[config.mk]
export PLATFORM = sky130hd
export DESIGN_NAME = lcd_pixel_streamer_flat
export DESIGN_NICKNAME = d
export VERILOG_FILES = /design/src/rtl/lcd_pkg.sv /design/src/rtl/lcd_pixel_streamer_if.sv /design/src/rtl/lcd_timing_gen.sv /design/src/rtl/lcd_pixel_streamer.sv /design/src/flat_wrapper.sv
export SDC_FILE = /design/constraint.sdc
export NUM_CORES = 1
export LEC_CHECK = 0
export CORE_UTILIZATION = 25
export CTS_CLUSTER_DIAMETER = 40
export DETAILED_ROUTE_END_ITERATION = 6
export GPL_TIMING_DRIVEN = 0
export PLACE_DENSITY = 0.53
export SLEW_MARGIN = 20
export SYNTH_ARGS = -nofsm -noshare
export SYNTH_HDL_FRONTEND = slang
export SYNTH_SLANG_ARGS = --single-unit
[constraint.sdc]
create_clock -name i_clock -period 2.4 [get_ports i_clock]
set_clock_uncertainty 0.05 [all_clocks]
set_input_delay 0.36 -clock i_clock [delete_from_list [all_inputs] [get_ports i_clock]]
set_output_delay 0.36 -clock i_clock [all_outputs]
set_load 0.05 [all_outputs]
[src/rtl/lcd_pkg.sv]
// Shared constants and types for the LCD pixel streamer: FIFO word layout,
// stream state encoding and the default 800x480 panel timing.
package lcd_pkg;

  localparam int WORD_W  = 32;
  localparam int SOF_BIT = 24;
  localparam int RGB_MSB = 23;
  localparam int RGB_W   = RGB_MSB + 1;

  localparam int DEF_H_ACTIVE = 800;
  localparam int DEF_H_FRONT  = 40;
  localparam int DEF_H_SYNC   = 48;
  localparam int DEF_H_BACK   = 88;
  localparam int DEF_V_ACTIVE = 480;
  localparam int DEF_V_FRONT  = 13;
  localparam int DEF_V_SYNC   = 3;
  localparam int DEF_V_BACK   = 32;

  typedef enum logic {
    SEEK   = 1'b0,
    LOCKED = 1'b1
  } stream_state_e;

endpackage

[src/rtl/lcd_pixel_streamer_if.sv]
// FWFT FIFO read port seen by the streamer: head word, empty flag, pop strobe.
// master = FIFO side, slave = consumer (the streamer).
interface lcd_pixel_streamer_if;
  import lcd_pkg::*;

  logic [WORD_W-1:0] i_fifoData;
  logic              i_fifoEmpty;
  logic              o_fifoRead;

  modport master (
    output i_fifoData,
    output i_fifoEmpty,
    input  o_fifoRead
  );

  modport slave (
    input  i_fifoData,
    input  i_fifoEmpty,
    output o_fifoRead
  );

endinterface

[src/rtl/lcd_timing_gen.sv]
// Raster counters for the LCD panel plus the combinational sync, active-area
// and frame-start decodes of the current counter position.
module lcd_timing_gen #(
  parameter int H_ACTIVE = 800,
  parameter int H_FRONT  = 40,
  parameter int H_SYNC   = 48,
  parameter int H_BACK   = 88,
  parameter int V_ACTIVE = 480,
  parameter int V_FRONT  = 13,
  parameter int V_SYNC   = 3,
  parameter int V_BACK   = 32
) (
  input  logic i_clock,
  input  logic i_reset,
  output logic o_hsync,
  output logic o_vsync,
  output logic o_active,
  output logic o_frameStart
);

  localparam int H_TOTAL = H_ACTIVE + H_FRONT + H_SYNC + H_BACK;
  localparam int V_TOTAL = V_ACTIVE + V_FRONT + V_SYNC + V_BACK;
  // One spare value of headroom so the sync-end bound always fits.
  localparam int H_W = $clog2(H_TOTAL + 1);
  localparam int V_W = $clog2(V_TOTAL + 1);

  localparam logic [H_W-1:0] H_LAST    = H_W'(H_TOTAL - 1);
  localparam logic [H_W-1:0] H_ACT_END = H_W'(H_ACTIVE);
  localparam logic [H_W-1:0] HS_START  = H_W'(H_ACTIVE + H_FRONT);
  localparam logic [H_W-1:0] HS_END    = H_W'(H_ACTIVE + H_FRONT + H_SYNC);
  localparam logic [V_W-1:0] V_LAST    = V_W'(V_TOTAL - 1);
  localparam logic [V_W-1:0] V_ACT_END = V_W'(V_ACTIVE);
  localparam logic [V_W-1:0] VS_START  = V_W'(V_ACTIVE + V_FRONT);
  localparam logic [V_W-1:0] VS_END    = V_W'(V_ACTIVE + V_FRONT + V_SYNC);

  logic [H_W-1:0] h_count_q, h_count_d;
  logic [V_W-1:0] v_count_q, v_count_d;

  // Next raster position: step along the line, advance a line on wrap.
  always_comb begin
    h_count_d = h_count_q + H_W'(1);
    v_count_d = v_count_q;
    if (h_count_q == H_LAST) begin
      h_count_d = '0;
      if (v_count_q == V_LAST) begin
        v_count_d = '0;
      end else begin
        v_count_d = v_count_q + V_W'(1);
      end
    end
  end

  // Counter registers; reset restarts the raster at frame start.
  always_ff @(posedge i_clock) begin
    if (i_reset) begin
      h_count_q <= '0;
      v_count_q <= '0;
    end else begin
      h_count_q <= h_count_d;
      v_count_q <= v_count_d;
    end
  end

  assign o_active     = (h_count_q < H_ACT_END) && (v_count_q < V_ACT_END);
  assign o_frameStart = (h_count_q == '0) && (v_count_q == '0);
  assign o_hsync      = (h_count_q >= HS_START) && (h_count_q < HS_END);
  assign o_vsync      = (v_count_q >= VS_START) && (v_count_q < VS_END);

endmodule

[src/rtl/lcd_pixel_streamer.sv]
// Pops pixel words from a FWFT FIFO, aligns them to the raster using the SOF
// flag, and drives registered RGB/HSYNC/VSYNC/DE to the LCD panel.
module lcd_pixel_streamer
  import lcd_pkg::*;
#(
  parameter int H_ACTIVE         = DEF_H_ACTIVE,
  parameter int H_FRONT          = DEF_H_FRONT,
  parameter int H_SYNC           = DEF_H_SYNC,
  parameter int H_BACK           = DEF_H_BACK,
  parameter int V_ACTIVE         = DEF_V_ACTIVE,
  parameter int V_FRONT          = DEF_V_FRONT,
  parameter int V_SYNC           = DEF_V_SYNC,
  parameter int V_BACK           = DEF_V_BACK,
  parameter int SYNC_ACTIVE_HIGH = 0
) (
  input  logic                 i_clock,
  input  logic                 i_reset,
  lcd_pixel_streamer_if.slave  fifo,
  input  logic                 i_clearStatus,
  output logic [RGB_W-1:0]     o_lcdData,
  output logic                 o_lcdHsync,
  output logic                 o_lcdVsync,
  output logic                 o_lcdEnable,
  output logic                 o_locked,
  output logic                 o_underrun,
  output logic                 o_syncError
);

  localparam logic SYNC_IDLE = (SYNC_ACTIVE_HIGH == 0) ? 1'b1 : 1'b0;

  logic hsync, vsync, active, frame_start;

  lcd_timing_gen #(
    .H_ACTIVE (H_ACTIVE),
    .H_FRONT  (H_FRONT),
    .H_SYNC   (H_SYNC),
    .H_BACK   (H_BACK),
    .V_ACTIVE (V_ACTIVE),
    .V_FRONT  (V_FRONT),
    .V_SYNC   (V_SYNC),
    .V_BACK   (V_BACK)
  ) u_timing (
    .i_clock      (i_clock),
    .i_reset      (i_reset),
    .o_hsync      (hsync),
    .o_vsync      (vsync),
    .o_active     (active),
    .o_frameStart (frame_start)
  );

  stream_state_e     state_q, state_d;
  logic [RGB_W-1:0]  lcd_data_q, pixel_d;
  logic              lcd_hsync_q, lcd_vsync_q, lcd_enable_q;
  logic              underrun_q, sync_error_q;
  logic              pop, underrun_set, sync_error_set;

  logic              head_empty, head_sof;
  logic [RGB_W-1:0]  head_rgb;
  logic              unused_word_bits;

  assign head_empty       = fifo.i_fifoEmpty;
  assign head_sof         = fifo.i_fifoData[SOF_BIT];
  assign head_rgb         = fifo.i_fifoData[RGB_MSB:0];
  assign unused_word_bits = ^fifo.i_fifoData[WORD_W-1:SOF_BIT+1];

  // Stream FSM: pick the pop, the pixel to show and the next state.
  always_comb begin
    state_d        = state_q;
    pop            = 1'b0;
    pixel_d        = '0;
    underrun_set   = 1'b0;
    sync_error_set = 1'b0;
    unique case (state_q)
      SEEK: begin
        // Discard stale words until an SOF sits at the head, then wait
        // for the raster to reach frame start before consuming it.
        if (!head_empty) begin
          if (!head_sof) begin
            pop = 1'b1;
          end else if (frame_start) begin
            pop     = 1'b1;
            pixel_d = head_rgb;
            state_d = LOCKED;
          end
        end
      end
      LOCKED: begin
        if (active) begin
          if (head_empty) begin
            underrun_set = 1'b1;
            state_d      = SEEK;
          end else if (head_sof != frame_start) begin
            // SOF must coincide exactly with frame start; leave the word
            // in place so SEEK can realign on it.
            sync_error_set = 1'b1;
            state_d        = SEEK;
          end else begin
            pop     = 1'b1;
            pixel_d = head_rgb;
          end
        end
      end
      default: state_d = SEEK;
    endcase
  end

  // The pop is suppressed during reset so reset leaves the FIFO untouched.
  assign fifo.o_fifoRead = pop && !head_empty && !i_reset;

  // State register.
  always_ff @(posedge i_clock) begin
    if (i_reset) begin
      state_q <= SEEK;
    end else begin
      state_q <= state_d;
    end
  end

  // Panel output registers: one cycle behind the raster counters.
  always_ff @(posedge i_clock) begin
    if (i_reset) begin
      lcd_data_q   <= '0;
      lcd_enable_q <= 1'b0;
      lcd_hsync_q  <= SYNC_IDLE;
      lcd_vsync_q  <= SYNC_IDLE;
    end else begin
      lcd_data_q   <= pixel_d;
      lcd_enable_q <= active;
      lcd_hsync_q  <= hsync ^ SYNC_IDLE;
      lcd_vsync_q  <= vsync ^ SYNC_IDLE;
    end
  end

  // Sticky status flags; a new event outranks a simultaneous clear.
  always_ff @(posedge i_clock) begin
    if (i_reset) begin
      underrun_q   <= 1'b0;
      sync_error_q <= 1'b0;
    end else begin
      underrun_q   <= underrun_set | (underrun_q & ~i_clearStatus);
      sync_error_q <= sync_error_set | (sync_error_q & ~i_clearStatus);
    end
  end

  assign o_lcdData   = lcd_data_q;
  assign o_lcdHsync  = lcd_hsync_q;
  assign o_lcdVsync  = lcd_vsync_q;
  assign o_lcdEnable = lcd_enable_q;
  assign o_locked    = (state_q == LOCKED);
  assign o_underrun  = underrun_q;
  assign o_syncError = sync_error_q;

endmodule

[src/flat_wrapper.sv]
// flat-port wrapper written by rule: the top's interface ports become plain ports
module lcd_pixel_streamer_flat import lcd_pkg::*;
#(
  parameter int H_ACTIVE         = DEF_H_ACTIVE,
  parameter int H_FRONT          = DEF_H_FRONT,
  parameter int H_SYNC           = DEF_H_SYNC,
  parameter int H_BACK           = DEF_H_BACK,
  parameter int V_ACTIVE         = DEF_V_ACTIVE,
  parameter int V_FRONT          = DEF_V_FRONT,
  parameter int V_SYNC           = DEF_V_SYNC,
  parameter int V_BACK           = DEF_V_BACK,
  parameter int SYNC_ACTIVE_HIGH = 0
)
  (i_clock, i_reset, i_clearStatus, o_lcdData, o_lcdHsync, o_lcdVsync, o_lcdEnable, o_locked, o_underrun, o_syncError, fifo_i_fifoData, fifo_i_fifoEmpty, fifo_o_fifoRead);
  lcd_pixel_streamer_if fifo_i ();
  input  logic i_clock;
  input  logic i_reset;
  input  logic i_clearStatus;
  output logic [RGB_W-1:0] o_lcdData;
  output logic o_lcdHsync;
  output logic o_lcdVsync;
  output logic o_lcdEnable;
  output logic o_locked;
  output logic o_underrun;
  output logic o_syncError;
  input wire logic [$bits(fifo_i.i_fifoData)-1:0] fifo_i_fifoData;
  input wire logic [$bits(fifo_i.i_fifoEmpty)-1:0] fifo_i_fifoEmpty;
  output wire logic [$bits(fifo_i.o_fifoRead)-1:0] fifo_o_fifoRead;
  assign fifo_i.i_fifoData = fifo_i_fifoData;
  assign fifo_i.i_fifoEmpty = fifo_i_fifoEmpty;
  assign fifo_o_fifoRead = fifo_i.o_fifoRead;
  lcd_pixel_streamer #(.H_ACTIVE(H_ACTIVE), .H_FRONT(H_FRONT), .H_SYNC(H_SYNC), .H_BACK(H_BACK), .V_ACTIVE(V_ACTIVE), .V_FRONT(V_FRONT), .V_SYNC(V_SYNC), .V_BACK(V_BACK), .SYNC_ACTIVE_HIGH(SYNC_ACTIVE_HIGH)) u_core (.i_clock(i_clock), .i_reset(i_reset), .fifo(fifo_i), .i_clearStatus(i_clearStatus), .o_lcdData(o_lcdData), .o_lcdHsync(o_lcdHsync), .o_lcdVsync(o_lcdVsync), .o_lcdEnable(o_lcdEnable), .o_locked(o_locked), .o_underrun(o_underrun), .o_syncError(o_syncError));
endmodule
Word level (Yosys, flattened, before mapping). Cells that the tools add are included.

Equality and inequality tests: 3. Muxes and demuxes: 26. Reduce and logical (&&, ||, !) cells: 11. Order comparisons: 6. Bitwise logic cells: 8. Add/sub/neg operators: 2.

Operator list (number): 24-bit two-way mux (6); 24-bit one-hot mux with 2 select lines (1); 10-bit by 1-bit adder with 10-bit output, second input constant (2); 10-bit equality test, second input constant (2); 10-bit logical NOT (2); 10-bit < comparator, second input constant (2); 10-bit by 9-bit < comparator with 1-bit output, second input constant (2); 1-bit two-way mux (16); 10-bit >= comparator, second input constant (1); 10-bit by 9-bit >= comparator with 1-bit output, second input constant (1); 10-bit two-way mux (1); 1-bit logical AND (6); 1-bit NOT (4); 1-bit one-hot mux with 2 select lines (2); 1-bit AND (2); 1-bit logical NOT (2); 1-bit OR (2); 2-bit OR reduction (1); 1-bit != test (1).

Flip-flop bits (word level): 50. Bits of input ports: 36. Output and inout bits: 31. Word-level logic and storage cells: 65.

Longest topological paths before layout. Gate-level depths: netlist (run 1).

Depth in word-level cells: 9. Depth in mapped cells: 10. Depth with buffers taken out: 9.

Cells and area by module. A second synthesis (run 1) with hierarchy kept.

Cell total of the unflattened synthesis: 240. Area total of the unflattened synthesis: 2288.4 µm².

By module, submodules not included: lcd_pixel_streamer (cells each 106, sequential area each 600.6 µm², instances 1, area an instance 1211.2 µm²); lcd_timing_gen (cells each 134, sequential area each 400.4 µm², instances 1, area an instance 1077.3 µm²).

Worst setup path after synthesis (run 1). No wires, ideal clock.

Path kind: reg2out. Start: reg u_core.u_timing.v_count_q[5]. End: out fifo_o_fifoRead. Data arrival time: 2749 ps. Path buffers: 0. Path slack: -759 ps. Stages on the path, launching flop included: 7. Required time: 1990 ps. Path through: dfxtp_1 -> nor4_1 -> nand4b_1 -> nor2_1 -> inv_1 -> ha_1 -> o41ai_1.

Longest elaborated chain between the ends: 9. Elaborated cells between the ends (all ways): 14. Those cells by class: 1 x order compare; 1 x eq/ne; 7 x mux; 5 x reduce/logical.

Ends and longest elaborated chain: from (decl) (line lcd_timing_gen.sv:37) `logic [V_W-1:0] v_count_q, v_count_d;`; from (signal assigned) (line lcd_timing_gen.sv:60) `v_count_q <= v_count_d;`; parallel branches: the longest is 6 deep, another holds 10-bit by 9-bit < comparator with 1-bit output; 1-bit one-hot mux with 2 select lines (*) (line lcd_pixel_streamer.sv:73) `unique case (state_q)`; 1-bit logical AND (*) (2 in a row) (line lcd_pixel_streamer.sv:108) `assign fifo.o_fifoRead = pop && !head_empty && !i_reset;`; to (decl) (line flat_wrapper.sv:28) `output wire logic [$bits(fifo_i.o_fifoRead)-1:0] fifo_o_fifoRead;`.

Every way passes the cells marked *.

Worst setup path in the final report (run 1).
Start: reg u_core.u_timing.v_count_q[6]. End: out fifo_o_fifoRead.

The elaborated chain is that of the path after synthesis.

==> key figures, run 1 <==
Synth
  • Syn Nets: 251
  • Dominant cells by area after synthesis: dfxtp_1 51%, and2_1 7.9%, ha_1 5.1%
  • Synth Register Bits: 50
  • Dominant cell type by area after synthesis: dfxtp_1
  • Post-Syn Instances: slightly above 200
  • Cell Area, Synth: just under 2000 sq um
  • Sequential share of the synthesized area: about half
  • Area fraction in compound gates after synthesis: approximately 6.1%
  • Adder-cell share of the synthesized area: 5.076%
  • Yosys top cell area share: a little over 50%
  • Yosys warns: 0
  • Synth Area in Simple Gates: approximately 29%
  • Mux contribution to synthesized area: 0%
  • Main combinational cell family by area after synthesis: simple AND/OR/NAND/NOR gates
  • Post-synthesis xor/xnor area fraction: about 5.8%
  • Syn_area_per_cell: about 9.5 sq um
  • Synth cell types: 36

Power
  • Gate power share: 12.8%
  • Internal power: 1268 uW
  • Worst vdd ir: 0.2767 mV
  • Psw: 421.9 uW
  • Power Density: roughly 560 nW/um^2
  • Clk pwr share: between 30% and 40%
  • P_leak: between 0.001 and 0.0015 uW
  • Sequential share of power: slightly above 50%
  • Sw Ratio: between 20% and 30%

Cells and area
  • Share of cells above drive strength 1: 16.31%
  • Util after Layout: between 30% and 40%
  • Net count, final: about 330
  • Seq. cell area: between 1000 and 1500 sq um
  • Non-Filler Instances: 384
  • N_diodes: 0
  • Fillers: just under 800
  • Area grow syn2layout: 52.60%
  • Multi-input gate area: approximately 1000 sq um

STA
  • Final period utilization: 110.6%
  • Final setup viols: 1
  • Worst relative slew slack: between 40% and 50%
  • RSZ-0062 raised after global routing: yes
  • WHS: about 0.42 ns
  • Max Freq: 0.3767 GHz
  • Final Hold Violating Endpoints: 0
  • Post-route worst setup slack: -0.2550 ns
  • Slew @ Worst Pin: between 0.7 and 0.8 ns
  • Post-route minimum period: approximately 2.7 ns
  • Fin. max-slew vios: 0
  • Final setup TNS: -0.2550 ns

Floorplan
  • Die W: around 91 um
  • IO Count: 67
  • Core area: between 7000 and 8000 sq um
  • Starting Density: between 20% and 30%
  • Row count: 32
  • Die Y: about 91 um
  • Die footprint: 8246 sq um

Critical path
  • Cell family with most CP delay: simple AND/OR/NAND/NOR gates
  • Setup crit end kind: output port
  • R2R Setup Slk: 0.02 ns
  • Crit-path max cell delay: around 0.37 ns
  • CP bufs+invs: 1
  • Worst path cell trace: nor4_4 -> nand4b_1 -> nor2_2 -> ha_4 -> nor3_2 -> nand4_1 -> o41ai_4 -> buf_6
  • WP data arrival: around 2.2 ns
  • Req. time, crit path: about 2.0 ns
  • Startpoint types: register
  • Crit path max-delay cell type: dfxtp_4
  • Critical path fanouts, max: 2
  • Critical path class: register to output port

Placed design
  • DP Wirelength: 3196 um
  • Post-placement cell count: 368
  • Final GP Congestion: about 0.74
  • Port bufs: between 50 and 60

GRT
  • Initial antenna violation count: 0
  • Gr ovfl total: 0
  • Pin count of the biggest net entering global routing: 18
  • First-pass GRT wire length: about 7700 um
  • Tot GR Track Use: about an eighth
  • Vias in the first global route: ~1600

Clocking
  • CTS root buffer: clkbuf_8
  • H-tree depth: 2
  • Worst-path clk slew: around 0.10 ns
  • CTS sink count: 50
  • CTS tree: yes
  • CTS Buf Count: 5
  • Worst-skew pair later-pin latency: just over 0.3 ns
  • Clock Tree Buf Depth: 2

Route
  • Wire length on met2: roughly 2200 um
  • Drt total wl: ~4700 um
  • DR pass1 iterations: 7
  • Iteration-0 DRC count of the detailed router: 39
  • # DRC: 1
  • DR top layer: met4
  • Vias per cell: 4.385
  • Remaining antenna violation count: 0
  • Routed len/inst: 12.18 um
  • Met3 WL: around 150 um
  • Wire length on met1: between 2000 and 2500 um
  • Routed via count: between 1500 and 2000

Worst hold path
  • Min-delay worst type: register to register

Run status
  • Failing checks: DRC, setup timing
  • Status: finished with violations

Run
  • Max-Cap Viols: 0
-- worst paths after layout --
check                          startpoint                           end  cells after the start
max          u_core.u_timing.v_count_q[6]               fifo_o_fifoRead                      8
min          u_core.u_timing.h_count_q[0]  u_core.u_timing.h_count_q[0]                      1
max reg2reg  u_core.u_timing.v_count_q[6]          u_core.o_lcdData[19]                     10
min reg2reg  u_core.u_timing.h_count_q[0]  u_core.u_timing.h_count_q[0]                      1
-- through the flow --
| step | power (uW) | area [sq um] | setup WS [ns] |
|---|---|---|---|
| 2_1_floorplan | 976.2 | 1991 | 0.1910 |
| 3_3_place_gp | 1065 | 2709 | -0.8150 |
| 3_5_place_dp | 1066 | 2709 | -0.8215 |
| 4_1_cts | 1692 | 2879 | -0.3012 |
| 5_1_grt | 1767 | 3009 | -0.4137 |
| 6_report | 1690 | 3009 | -0.2550 |
-- cell usage in the layout (no fill, tap or decap), types with 3 or more instances in the layout --
cell / instances
dfxtp_2: 5
and2_4: 7
ha_1: 7
nor2_1: 23
xnor2_1: 7
inv_1: 8
buf_4: 6
dfxtp_1: 43
nand3_1: 10
clkdlybuf4s50_1: 58
nor3_1: 3
nand4_1: 7
and3_1: 4
xor2_1: 6
nor4_1: 4
buf_6: 6
nand2_1: 10
a21oi_1: 6
and2_1: 18
clkbuf_8: 5
-- state kept, by name, indices dropped and copies added (netlist names) --
| signal | cells |
|---|---|
| u_core.o_lcdData | 24 |
| u_core.o_lcdEnable | 1 |
| u_core.o_lcdHsync | 1 |
| u_core.o_lcdVsync | 1 |
| u_core.o_locked | 1 |
| u_core.o_syncError | 1 |
| u_core.o_underrun | 1 |
| u_core.u_timing.h_count_q | 10 |
| u_core.u_timing.v_count_q | 10 |
-- cell families (layout without fill, tap and decap cells) --
group	count (synthesis)	in the layout
XOR/XNOR	13	13
adder cells (fa/ha/maj)	8	8
AND/OR/NAND/NOR	105	105
AO/OA/AOI/OAI	17	17
buffers and inverters	14	89
flip-flops	50	50
-- routing by layer --
layer | up-vias | track usage (%)
met5 | - | 0
met4 | 0 | 3.968
met3 | 6 | 2.694
met2 | 28 | 18.24
met1 | 793 | 15.70
li1 | 857 | -
-- repair_timing --
action,in CTS,in global routing
gates resized for setup,18,29
setup buffers,3,3
gates cloned,0,2
hold buffers,0,0
pin swaps,4,10
endpoints found under the setup margin,25,41
-- final cells by class --
class,instances,area share (%)
Inverter,8,0.9979
Tap cell,102,4.241
Clock inverter,3,1.580
Multi-Input combinational cell,143,33.72
Sequential cell,50,33.72
Clock buffer,5,2.287
Buffer,6,1.538
Timing Repair Buffer,67,21.91
-- cells in the mapped netlist --
library cell and count:
nor4_1 6, clkbuf_1 4, nand2b_1 2, o21bai_1 1, ha_1 8, a41oi_1 1, or4bb_1 1, nand2_1 10
nand4_1 7, a21oi_1 6, or2b_1 1, nor2b_1 1, xor2_1 6, nor2_1 24, nor3_1 5, nand3_1 11
or4_1 2, o311ai_0 1, or3_1 1, o41ai_1 1, o31ai_1 3, inv_1 8, clkbuf_2 1, nor4b_1 1
xnor2_1 7, or3b_4 1, and3_1 4, dfxtp_1 50, o21ai_0 1, o32a_1 1, and2_1 25, and4_1 1
buf_6 1, a2bb2oi_1 1, o211a_1 1, nand4b_1 2
-- power by group through the flow --
stage	clock network (uW)	registers, uW	logic, uW
detailed placement	0	876	190
global placement	0	876	190
CTS	643	855	194
floorplan	0	925	51.3
finish	618	855	217
global route	676	858	233
Power figures use the tool's default switching activity.
==> inputs of run 2 (changes only) <==
--- a/config.mk
+++ b/config.mk
@@ -8,7 +8,6 @@
 export CORE_UTILIZATION = 25
 export CTS_CLUSTER_DIAMETER = 40
 export DETAILED_ROUTE_END_ITERATION = 6
-export GPL_TIMING_DRIVEN = 0
 export PLACE_DENSITY = 0.53
 export SLEW_MARGIN = 20
 export SYNTH_ARGS = -nofsm -noshare
==> run 2 against run 1 <==
The run still ends with DRC, setup timing left. Sequential share of layout area is 2.8 points lower. Non-clock buffer count up 22. Largest power group unchanged. First-iteration DRC count rose by 33%. Combinational power increased by 22%. Sequential power about the same. Core utilization rose by 3.1 points. Worst setup slack lost 0.057 ns. Fmax fell by 2.1%. Flip-flop and latch count unchanged. Final area grew 7.9%. Die area stayed put. Critical path depth up 1.
==> key figures, run 2 (synthesis results as in run 1) <==
Run status
  • Failing checks: DRC, setup timing
  • Status: finished with violations

Power
  • Power Density: around 530 nW/um^2
  • P_leak: 0.001276 uW
  • Worst vdd ir: between 0.2 and 0.25 mV

Floorplan
  • Core area: 7687 sq um
  • Row count: 32
  • Starting Density: 25.65%
  • Die footprint: just over 8000 sq um
  • Die W: 90.81 um
  • Die Y: between 90 and 100 um
  • IO Count: 67

Clocking
  • H-tree depth: 2
  • Clock Tree Buf Depth: 2
  • CTS sink count: 50
  • CTS tree: yes
  • Hold_buf cts: 0
  • Worst-path clk slew: 0.09 ns
  • CTS Buf Count: 5
  • CTS root buffer: clkbuf_8
  • Worst-skew pair later-pin latency: about 0.30 ns

Placed design
  • Final GP Congestion: around 0.73
  • Post-Place Worst Slack: -0.07519 ns
  • DP Wirelength: between 3000 and 4000 um
  • Port bufs: between 50 and 60

Critical path
  • Setup crit end kind: output port
  • Startpoint types: register
  • Crit-path max cell delay: between 0.3 and 0.4 ns
  • RR Startpoint: u_core.u_timing.v_count_q[5]
  • R2R Setup Slk: -0.15 ns
  • Req. time, crit path: slightly below 2 ns
  • Critical path class: register to output port
  • FF-to-FF path depth: 12
  • WP data arrival: between 2 and 2.5 ns
  • Worst r2r dst: u_core.o_lcdData[4]
  • Critical path fanouts, max: 2
  • Worst path cell trace: nor4_2 -> buf_4 -> nand4b_1 -> nor2_2 -> ha_4 -> nor3_2 -> nand4_1 -> o41ai_4 -> buf_12
  • Crit path max-delay cell type: dfxtp_2

Worst hold path
  • Min-delay worst type: register to register
  • Cell count of the worst hold path: 1
  • Hold path start: u_core.u_timing.h_count_q[0]
  • Worst Hold Endpoint: u_core.u_timing.h_count_q[0]

Cells and area
  • Most frequent cells in the layout: 58 x clkdlybuf4s50_1, 48 x dfxtp_1, 28 x buf_4
  • Max FFs per register: 24
  • Fillers: approximately 760
  • Net count, final: 347
  • Most common cell after layout, fill and taps aside: clkdlybuf4s50_1
  • Area grow syn2layout: 64.59%
  • N_diodes: 0
  • Share of cells above drive strength 1: between 20% and 30%

Route
  • DR pass1 iterations: 7
  • Iteration-0 DRC count of the detailed router: between 50 and 60
  • Routed via count: 1797
  • Vias per cell: roughly 4.4
  • Drt total wl: ~5000 um
  • Remaining antenna violation count: 0
  • # DRC: 1
  • Routed len/inst: 12.33 um

GRT
  • Vias in the first global route: approximately 1800
  • Tot GR Track Use: 12.18%
  • Initial antenna violation count: 0
  • Pin count of the biggest net entering global routing: 17
  • First-pass GRT wire length: approximately 8100 um
  • Gr ovfl total: 0

STA
  • Final setup viols: 19
  • WHS: 0.4235 ns
  • Worst relative slew slack: around two thirds
  • Fin. max-slew vios: 0
  • Max Freq: roughly 0.37 GHz
  • Final Hold Violating Endpoints: 0
  • Slew @ Worst Pin: ~0.53 ns
  • Post-route minimum period: ~2.7 ns
  • RSZ-0062 raised after global routing: yes
  • Final period utilization: 113.0%
  • Post-route worst setup slack: -0.3118 ns

Run
  • Max-Cap Viols: 0
-- run 2: where the power goes --
group	switching [uW]	internal, uW	total (uW)
clock	290	310	600
sequential	8.67	847	856
combinational	123	141	264
total	421	1300	1720
-- run 2: worst max-delay path: cells and delay by family (launching register included) --
family	cells	cell delay, ns
AND/OR/NAND/NOR	5	0.96
flip-flops	1	0.33
adder cells (fa/ha/maj)	1	0.23
buffers and inverters	2	0.34
AO/OA/AOI/OAI	1	0.13
-- run 2: final cells by class --
| cell class | instances | area, sq um | share of cell area (%) |
|---|---|---|---|
| clock buffers | 5 | 68.82 | 2.120 |
| clock inverters | 3 | 45.04 | 1.388 |
| inverters | 8 | 30.03 | 0.9252 |
| multi-input cells | 143 | 1006 | 30.99 |
| flip-flops and latches | 50 | 1003 | 30.92 |
| well taps | 102 | 127.6 | 3.932 |
| repair buffers | 95 | 964.7 | 29.72 |
-- run 2: how the worst max path moves through the flow --
stage / startpoint / to / slack [ns] / depth (start not counted)
after floorplan: u_core.u_timing.v_count_q[5] / u_core.o_lcdData[10] / 0.19 / 9
after global placement: u_core.u_timing.v_count_q[5] / fifo_o_fifoRead / -0.04 / 9
after detailed placement: u_core.u_timing.v_count_q[5] / fifo_o_fifoRead / -0.08 / 9
after CTS: u_core.u_timing.v_count_q[8] / fifo_o_fifoRead / -0.35 / 9
after global routing: u_core.u_timing.v_count_q[5] / fifo_o_fifoRead / -0.43 / 9
final: u_core.u_timing.v_count_q[5] / fifo_o_fifoRead / -0.31 / 9
-- run 2: per-stage QoR --
stage	total power (uW)	instance area (sq um)	util, %	cells	TNS [ns]
floorplan	976.2	1991	-	207	0
global placement	1078	2885	37.53	386	-0.04007
detailed placement	1080	2885	37.53	386	-0.07519
CTS	1721	3144	40.90	403	-2.178
global route	1787	3246	42.22	406	-5.154
finish	1720	3246	42.22	406	-2.269
-- run 2: repair_timing --
action | 4_1_cts | 5_1_grt
resized for setup | 9 | 18
cloned | 2 | 1
setup endpoints to repair | 2 | 25
buffers inserted | 10 | 3
pin swaps | 13 | 18
-- run 2: routing by layer --
layer	wire, um	vias up	global-route usage [%]
met1	2370	862	15.21
met5	0	-	0
met3	121	4	2.273
met2	2483	27	21.02
met4	33	0	3.968
li1	-	904	-
